<file path="config.mk">
export PLATFORM = sky130hd
export DESIGN_NAME = mem_stage
export DESIGN_NICKNAME = d
export VERILOG_FILES = /design/src/rtl/mem_stage_pkg.sv /design/src/rtl/mem_access_fsm.sv /design/src/rtl/mem_stage.sv
export SDC_FILE = /design/constraint.sdc
export NUM_CORES = 1
export LEC_CHECK = 0
export BUFFER_PORTS_ARGS = -buffer_cell sky130_fd_sc_hd__buf_2
export CAP_MARGIN = 20
export CORE_MARGIN = 2
export CORE_UTILIZATION = 30
export CTS_CLUSTER_DIAMETER = 80
export DETAILED_ROUTE_END_ITERATION = 10
export GPL_TIMING_DRIVEN = 0
export PLACE_DENSITY_LB_ADDON = 0.25
export SYNTH_ARGS = -nofsm -noshare
export SYNTH_HDL_FRONTEND = slang
export SYNTH_HIERARCHICAL = 1
export SYNTH_SLANG_ARGS = --single-unit
</file>
<file path="constraint.sdc">
create_clock -name clk -period 5.9 [get_ports clk]
set_input_delay 0.59 -clock clk [delete_from_list [all_inputs] [get_ports clk]]
set_output_delay 0.59 -clock clk [all_outputs]
set_load 0.02 [all_outputs]
</file>
<file path="src/rtl/mem_stage_pkg.sv">
// Shared types and constants for the pipeline memory-access stage.
package mem_stage_pkg;

  localparam int unsigned WordAddrW      = 30;
  localparam int unsigned RegIdxW        = 5;
  localparam int unsigned CountW         = 8;
  localparam int unsigned TimeoutDefault = 15;

  typedef enum logic [0:0] {
    StIdle,
    StBusy
  } mem_state_e;

endpackage

</file>
<file path="src/rtl/mem_access_fsm.sv">
// Data-memory request FSM with watchdog: issues one access, waits for ready or aborts.
module mem_access_fsm
  import mem_stage_pkg::*;
#(
  parameter int unsigned Timeout = TimeoutDefault
) (
  input  logic                 clk_i,
  input  logic                 rst_ni,
  input  logic                 start_i,
  input  logic                 we_i,
  input  logic [WordAddrW-1:0] addr_i,
  input  logic [31:0]          wdata_i,
  input  logic                 dm_ready_i,
  output logic                 done_o,
  output logic                 abort_o,
  output logic                 dm_req_o,
  output logic                 dm_we_o,
  output logic [WordAddrW-1:0] dm_addr_o,
  output logic [31:0]          dm_wdata_o,
  output logic                 dm_err_o
);

  localparam logic [CountW-1:0] TimeoutCnt = CountW'(Timeout);

  mem_state_e           state_q, state_d;
  logic [CountW-1:0]    count_q, count_d;
  logic                 req_q, req_d;
  logic                 we_q, we_d;
  logic [WordAddrW-1:0] addr_q, addr_d;
  logic [31:0]          wdata_q, wdata_d;
  logic                 err_q, err_d;
  logic                 busy;
  logic                 timeout_hit;

  assign busy        = (state_q == StBusy);
  assign timeout_hit = (count_q == TimeoutCnt);
  assign done_o      = busy & dm_ready_i;
  // Ready on the final watchdog cycle still counts as a normal completion.
  assign abort_o     = busy & ~dm_ready_i & timeout_hit;

  always_comb begin
    state_d = state_q;
    count_d = count_q;
    req_d   = req_q;
    we_d    = we_q;
    addr_d  = addr_q;
    wdata_d = wdata_q;
    err_d   = 1'b0;
    case (state_q)
      StIdle: begin
        if (start_i) begin
          state_d = StBusy;
          count_d = '0;
          req_d   = 1'b1;
          we_d    = we_i;
          addr_d  = addr_i;
          wdata_d = wdata_i;
        end
      end
      StBusy: begin
        if (dm_ready_i) begin
          state_d = StIdle;
          req_d   = 1'b0;
        end else if (timeout_hit) begin
          state_d = StIdle;
          req_d   = 1'b0;
          err_d   = 1'b1;
        end else begin
          count_d = count_q + 1'b1;
        end
      end
      default: state_d = StIdle;
    endcase
  end

  always_ff @(negedge clk_i or negedge rst_ni) begin
    if (!rst_ni) begin
      state_q <= StIdle;
      count_q <= '0;
      req_q   <= 1'b0;
      we_q    <= 1'b0;
      addr_q  <= '0;
      wdata_q <= '0;
      err_q   <= 1'b0;
    end else begin
      state_q <= state_d;
      count_q <= count_d;
      req_q   <= req_d;
      we_q    <= we_d;
      addr_q  <= addr_d;
      wdata_q <= wdata_d;
      err_q   <= err_d;
    end
  end

  assign dm_req_o   = req_q;
  assign dm_we_o    = we_q;
  assign dm_addr_o  = addr_q;
  assign dm_wdata_o = wdata_q;
  assign dm_err_o   = err_q;

endmodule

</file>
<file path="src/rtl/mem_stage.sv">
// Pipeline MEM stage: branch redirect, data-memory access with stall, MEM/WB register.
// Optional overflow suppression and ovf_trap output enabled by MEM_STAGE_OVF_TRAP_EN.
module mem_stage
  import mem_stage_pkg::*;
#(
  parameter int unsigned TIMEOUT = TimeoutDefault
) (
  input  logic                 clk,
  input  logic                 rst_n,
  input  logic                 in_valid,
  input  logic [31:0]          Addr_in,
  input  logic [31:0]          Di_in,
  input  logic [RegIdxW-1:0]   Rw_in,
  input  logic                 MemWr,
  input  logic                 MemtoReg,
  input  logic                 RegWr,
  input  logic                 Branch,
  input  logic                 Jump,
  input  logic                 Zero,
  input  logic                 Overflow,
  input  logic [WordAddrW-1:0] Btarg,
  input  logic [WordAddrW-1:0] Jtarg,
  output logic                 dm_req,
  output logic                 dm_we,
  output logic [WordAddrW-1:0] dm_addr,
  output logic [31:0]          dm_wdata,
  input  logic [31:0]          dm_rdata,
  input  logic                 dm_ready,
  output logic                 stall,
  output logic                 pc_redirect,
  output logic [WordAddrW-1:0] pc_target,
  output logic                 dm_err,
`ifdef MEM_STAGE_OVF_TRAP_EN
  output logic                 ovf_trap,
`endif
  output logic                 wb_valid,
  output logic [31:0]          Do_out,
  output logic [31:0]          Alu_out,
  output logic [RegIdxW-1:0]   Rw_out,
  output logic                 MemtoReg_out,
  output logic                 RegWr_out
);

  logic trap;
  logic memop;
  logic acc_done;
  logic acc_abort;

`ifdef MEM_STAGE_OVF_TRAP_EN
  assign trap = in_valid & Overflow;
`else
  logic unused_overflow;
  assign unused_overflow = Overflow;
  assign trap            = 1'b0;
`endif

  assign memop       = in_valid & (MemWr | MemtoReg) & ~trap;
  assign stall       = memop & ~(acc_done | acc_abort);
  assign pc_redirect = in_valid & ~trap & (Jump | (Branch & Zero));
  assign pc_target   = Jump ? Jtarg : Btarg;

  mem_access_fsm #(
    .Timeout(TIMEOUT)
  ) u_fsm (
    .clk_i     (clk),
    .rst_ni    (rst_n),
    .start_i   (memop),
    .we_i      (MemWr & ~MemtoReg),
    .addr_i    (Addr_in[31:2]),
    .wdata_i   (Di_in),
    .dm_ready_i(dm_ready),
    .done_o    (acc_done),
    .abort_o   (acc_abort),
    .dm_req_o  (dm_req),
    .dm_we_o   (dm_we),
    .dm_addr_o (dm_addr),
    .dm_wdata_o(dm_wdata),
    .dm_err_o  (dm_err)
  );

  logic               wb_valid_q, wb_valid_d;
  logic [31:0]        do_q, do_d;
  logic [31:0]        alu_q, alu_d;
  logic [RegIdxW-1:0] rw_q, rw_d;
  logic               mtr_q, mtr_d;
  logic               regwr_q, regwr_d;
  logic               trap_q, trap_d;

  always_comb begin
    wb_valid_d = wb_valid_q;
    do_d       = do_q;
    alu_d      = alu_q;
    rw_d       = rw_q;
    mtr_d      = mtr_q;
    regwr_d    = regwr_q;
    trap_d     = 1'b0;
    if (stall || !in_valid) begin
      wb_valid_d = 1'b0;
      regwr_d    = 1'b0;
    end else begin
      wb_valid_d = 1'b1;
      alu_d      = Addr_in;
      rw_d       = Rw_in;
      mtr_d      = MemtoReg;
      regwr_d    = RegWr & ~acc_abort & ~trap;
      trap_d     = trap;
      if (acc_done) begin
        do_d = dm_rdata;
      end
    end
  end

  always_ff @(negedge clk or negedge rst_n) begin
    if (!rst_n) begin
      wb_valid_q <= 1'b0;
      do_q       <= '0;
      alu_q      <= '0;
      rw_q       <= '0;
      mtr_q      <= 1'b0;
      regwr_q    <= 1'b0;
      trap_q     <= 1'b0;
    end else begin
      wb_valid_q <= wb_valid_d;
      do_q       <= do_d;
      alu_q      <= alu_d;
      rw_q       <= rw_d;
      mtr_q      <= mtr_d;
      regwr_q    <= regwr_d;
      trap_q     <= trap_d;
    end
  end

`ifdef MEM_STAGE_OVF_TRAP_EN
  assign ovf_trap = trap_q;
`else
  logic unused_trap_q;
  assign unused_trap_q = trap_q;
`endif

  assign wb_valid     = wb_valid_q;
  assign Do_out       = do_q;
  assign Alu_out      = alu_q;
  assign Rw_out       = rw_q;
  assign MemtoReg_out = mtr_q;
  assign RegWr_out    = regwr_q;

endmodule

</file>
# Yosys cells after proc, flatten, opt, wreduce, memory -nomap -nowiden
# Cells that the tools add are included.
# op_classes
addsub,1
n_eq_ne,5
mux,18
n_bitwise,18
reduce_logical,6
# ops
operator,count
30-bit two-way mux,1
8-bit two-way mux,3
8-bit case mux with 2 select lines,1
1-bit two-way mux,11
1-bit bitwise AND,9
"8-bit by 1-bit adder with 8-bit output, second input constant",1
"8-bit by 4-bit equality test with 1-bit output, second input constant",1
"2-bit inequality test, second input constant",3
1-bit inverter,6
2-bit AND reduction,3
1-bit case mux with 2 select lines,2
"3-bit inequality test, second input constant",1
1-bit bitwise OR,3
3-bit AND reduction,1
1-bit zero test,1
1-bit logical OR,1
# totals
reg_bits,146
input_bits,172
output_inout_bits,169
word_cells,61

# Logic depth before layout (Yosys ltp)
# logic_depth
depth_word,9
ltp_mapped,7
ltp_nobuf,6

# Hierarchy
# The synthesis kept the hierarchy.
# by_module_without_submodules
mod,instances,cells_each,area_per_inst_um2,seq_area_each_um2
mem_stage,1,192,3124.2,1801.7
mem_access_fsm,1,324,2911.5,1851.8

==> run_results.csv <==
group,metric,value,unit
placement,port_buffers,339,
synthesis,syn_nets,689,
sta,hold_ws,0.413,ns
floorplanning,start_util,30.8,%
floorplanning,design.core.area,0.0196,sq mm
worst_hold_path,min_path_type,"flop to flop",
synthesis,synth_cell_types,33,
global_route,grt_pass1_wl,28200,microns
drt,dr.pass1.iters,4,
power,power_density,395,mW/mm^2
power,net-switching-power,0.00119,W
power,ir_drop,0.000233,V
sta,maxSlewViolCount,0,
placement,dp_cells,1121,
worst_setup_path,crit_family,"simple AND/OR/NAND/NOR gates",
worst_hold_path,holdPathStages,2,
synthesis,yosys.area_share.simple,15.5,%
sta,max_slew_margin,61.8,%
worst_setup_path,r2r-end,"Alu_out[20]$_DFFE_NN0N_",
synthesis,synth_largest_area_cell,"dfrtn_1",
power,p_seq_share,39.8,%
sta,worst_pin_slew,0.573,ns
worst_setup_path,path_cells,"ha_1 -> nand3_1 -> nand2b_1 -> nor2_1 -> nor3b_1 -> buf_2",
drt,drt_iter0_drc,227,
outcome,outcome,"finished clean",
floorplanning,die_h,146,microns
floorplanning,dieArea,0.0213,sq mm
worst_setup_path,rr_worst_depth,7,
clocking,insertion_delay,0.40,ns
synthesis,synth-edff-count,0,
clocking,cts_resized,0,
clocking,cts-root-buf,"clkbuf_16",
power,p_leak,4.68,nW
synthesis,synth_common_cells,"nand2_1, dfrtn_1, mux2_2",
synthesis,ys.flop_type,"dfrtn_1",
cells_and_area,post_route_cells_drive_above_1_share,55.7,%
synthesis,yosysMostFrequentCell,"nand2_1",
worst_setup_path,reg2reg_from,"u_fsm/count_q[0]$_DFFE_NN0P_",
drt,route.detailed.vias_per_inst,4.32,
global_route,grtUsageTotal,16.7,%
placement,place_hpwl,13400,microns
sta,rsz0062_at_grt,"false",
synthesis,yosysTopAreaCellShare,60.5,%
synthesis,synth_fa_ha_area_share,0.207,%
drt,wl_per_cell,15.3,microns
clocking,cts.clk_slew.worst_paths,0.05,ns
worst_setup_path,critical_path_class,"flop to primary output",
drt,drc,0,
sta,finClkSkew,0.00522,ns
cells_and_area,design_area,0.00868,sq mm
sta,fin_tns_setup,0,ns
power,power_frac_clock,31.1,%
floorplanning,rows,51,
worst_setup_path,max_stage_delay,0.45,ns
placement,place_area,0.00810,sq mm
synthesis,avgSynthCellArea,11.7,sq um
worst_setup_path,worstPathRequired,5.31,ns
synthesis,yosysSeqAreaShare,60.5,%
global_route,grt_max_degree,89,
synthesis,synthTopCellsByArea,"dfrtn_1, mux2_2, nand2_1, mux2_4, buf_6",
synthesis,postSynthCellCount,516,
power,p_comb_share,29.1,%
power,swShare,34.6,%
global_route,antenna_found_initial,2,
placement,place_congestion,0.754,
clocking,cts_tree,"done",
synthesis,synth_compound_area_share,1.51,%
synthesis,ys_async_sr_fraction,100,%
global_route,grt_pass1_vias,5144,
clocking,cts_inserted_buffers,17,
clocking,cts_buffer_depth,2,
cells_and_area,layout.nets,1048,
drt,wl,17700,microns
clocking,cts_max_level,4,
worst_hold_path,whs_endpoint,"u_fsm/dm_addr_o[25]$_DFFE_NN0P_",
floorplanning,ios,341,
worst_setup_path,ff2ff_setup_slack,3.68,ns
drt,drt.antenna.violating_nets,0,
floorplanning,die_w,146,microns
clocking,cts_hold_buf,0,
synthesis,synth-xor-area-share,0,%
worst_setup_path,crit_arrival,4.96,ns
synthesis,ys_seq_elements,146,
synthesis,syn-cell-area,0.00604,sq mm
worst_setup_path,path_buf_inv,1,
global_route,overflow,0,
clocking,cts_setup_buffers,0,
cells_and_area,synthToLayoutAreaGrowth,43.8,%
synthesis,yosys_warnings,6,
job,maxCapViolations,0,
worst_setup_path,cp-start-kind,"flop",
synthesis,synthMuxAreaShare,19.5,%
drt,vias,4980,
worst_setup_path,cp-end-kind,"primary output",
cells_and_area,layout.cells.non_filler,1154,
worst_setup_path,slowest_stage,"dfrtn_1",
worst_setup_path,cp_max_fo,6,
sta,finalHoldViolations,0,
worst_setup_path,critical_path.startpoint,"u_fsm/count_q[0]$_DFFE_NN0P_",
cells_and_area,fillers,1904,
worst_hold_path,min-delay-start,"u_fsm/dm_addr_o[25]$_DFFE_NN0P_",
synthesis,synth_top_family_by_area,"multiplexers",
power,internal-power,0.00225,W
sta,finalSetupViolations,0,
clocking,cts.sinks,146,
## placed cells by master (no fill, tap or decap), types with 2 or more instances in the layout
cell,netlist,routed
mux2_4,8,8
nor2_1,5,5
inv_6,0,6
o21ai_0,4,4
nand2b_1,2,2
mux2i_1,2,2
clkinvlp_4,0,2
buf_1,3,3
nor3b_1,2,2
buf_6,7,8
inv_8,0,2
dfrtn_1,146,146
nand3_1,10,10
clkbuf_16,0,17
buf_2,11,349
clkinv_4,0,2
clkbuf_1,4,4
nor2b_1,6,6
mux2_2,92,92
nand2_1,196,196
## kinds of logic (layout without fill, tap and decap cells)
logic type | count (synthesis) | count (layout)
AOI/OAI and AO/OA | 11 | 11
DFF | 146 | 146
buffers and inverters | 26 | 398
and+or+nand+nor | 230 | 230
other | 0 | 1
muxes | 102 | 102
adders and majority gates | 1 | 1
## through the flow
| stage | setup slack [ns] | total power [W] | utilization, % |
|---|---|---|---|
| after global routing | 0.150 | 0.00362 | 44.3 |
| after global placement | -0.818 | 0.00237 | 41.2 |
| after detailed placement | 0.666 | 0.00239 | 41.3 |
| after CTS | 0.345 | 0.00348 | 44.3 |
| final | 0.355 | 0.00343 | 44.3 |
| after floorplan | 0.872 | 0.00197 | - |
## cell type report
type / instances / area (sq um) / share of cell area (%)
antenna: 1 / 2.50 / 0.0288
buffer: 25 / 160 / 1.84
clock buffer: 18 / 439 / 5.06
clock inverter: 14 / 143 / 1.64
timing repair buffer: 340 / 1730 / 19.9
tap: 265 / 332 / 3.82
inverter: 1 / 3.75 / 0.0432
sequential: 146 / 3650 / 42.1
multi-input combinational: 344 / 2220 / 25.6
## layer usage
metal / track usage [%] / vias up / part of all wire, %
met5: 0 / - / 0.074
met4: 4.61 / 2 / 1.4
met3: 6.30 / 20 / 8.6
met2: 26.5 / 214 / 46
met1: 21.5 / 2320 / 44
li1: - / 2424 / -
## power by group through the flow
stage	combinational [W]	sequential [W]	clock, W
finish	0.000998	0.00137	0.00107
global route	0.00107	0.00140	0.00115
CTS	0.00101	0.00137	0.00110
detailed placement	0.00101	0.00138	0
global placement	0.00100	0.00137	0
floorplan	0.000306	0.00166	0
## state kept, by name, summed over array words and instances (netlist names)
| signal | cells |
|---|---|
| Alu_out | 32 |
| Do_out | 32 |
| u_fsm/dm_wdata_o | 32 |
| u_fsm/dm_addr_o | 30 |
| u_fsm/count_q | 8 |
| Rw_out | 5 |
| MemtoReg_out | 1 |
| RegWr_out | 1 |
| u_fsm/busy | 1 |
| u_fsm/dm_err_o | 1 |
| u_fsm/dm_req_o | 1 |
| u_fsm/dm_we_o | 1 |
| wb_valid | 1 |
## worst max-delay path by stage
stage | to | slack [ns] | depth (start not counted)
3_3_place_gp | Do_out[15]$_DFFE_NN0P_ | -0.82 | 1
6_report | stall | 0.35 | 6
3_5_place_dp | u_fsm/dm_addr_o[15]$_DFFE_NN0P_ | 0.67 | 7
5_1_grt | stall | 0.15 | 5
2_1_floorplan | stall | 0.87 | 5
4_1_cts | stall | 0.34 | 6
## worst reg2reg max path, cell delays in order (launching register included)
cell      delay (ns)
dfrtn_1         0.37
ha_1            0.24
nand3_1         0.11
nand2b_1        0.26
nor2_1          0.15
o31ai_4         0.35
buf_6           0.23
mux2_2          0.36
Power figures use the tool's default switching activity.
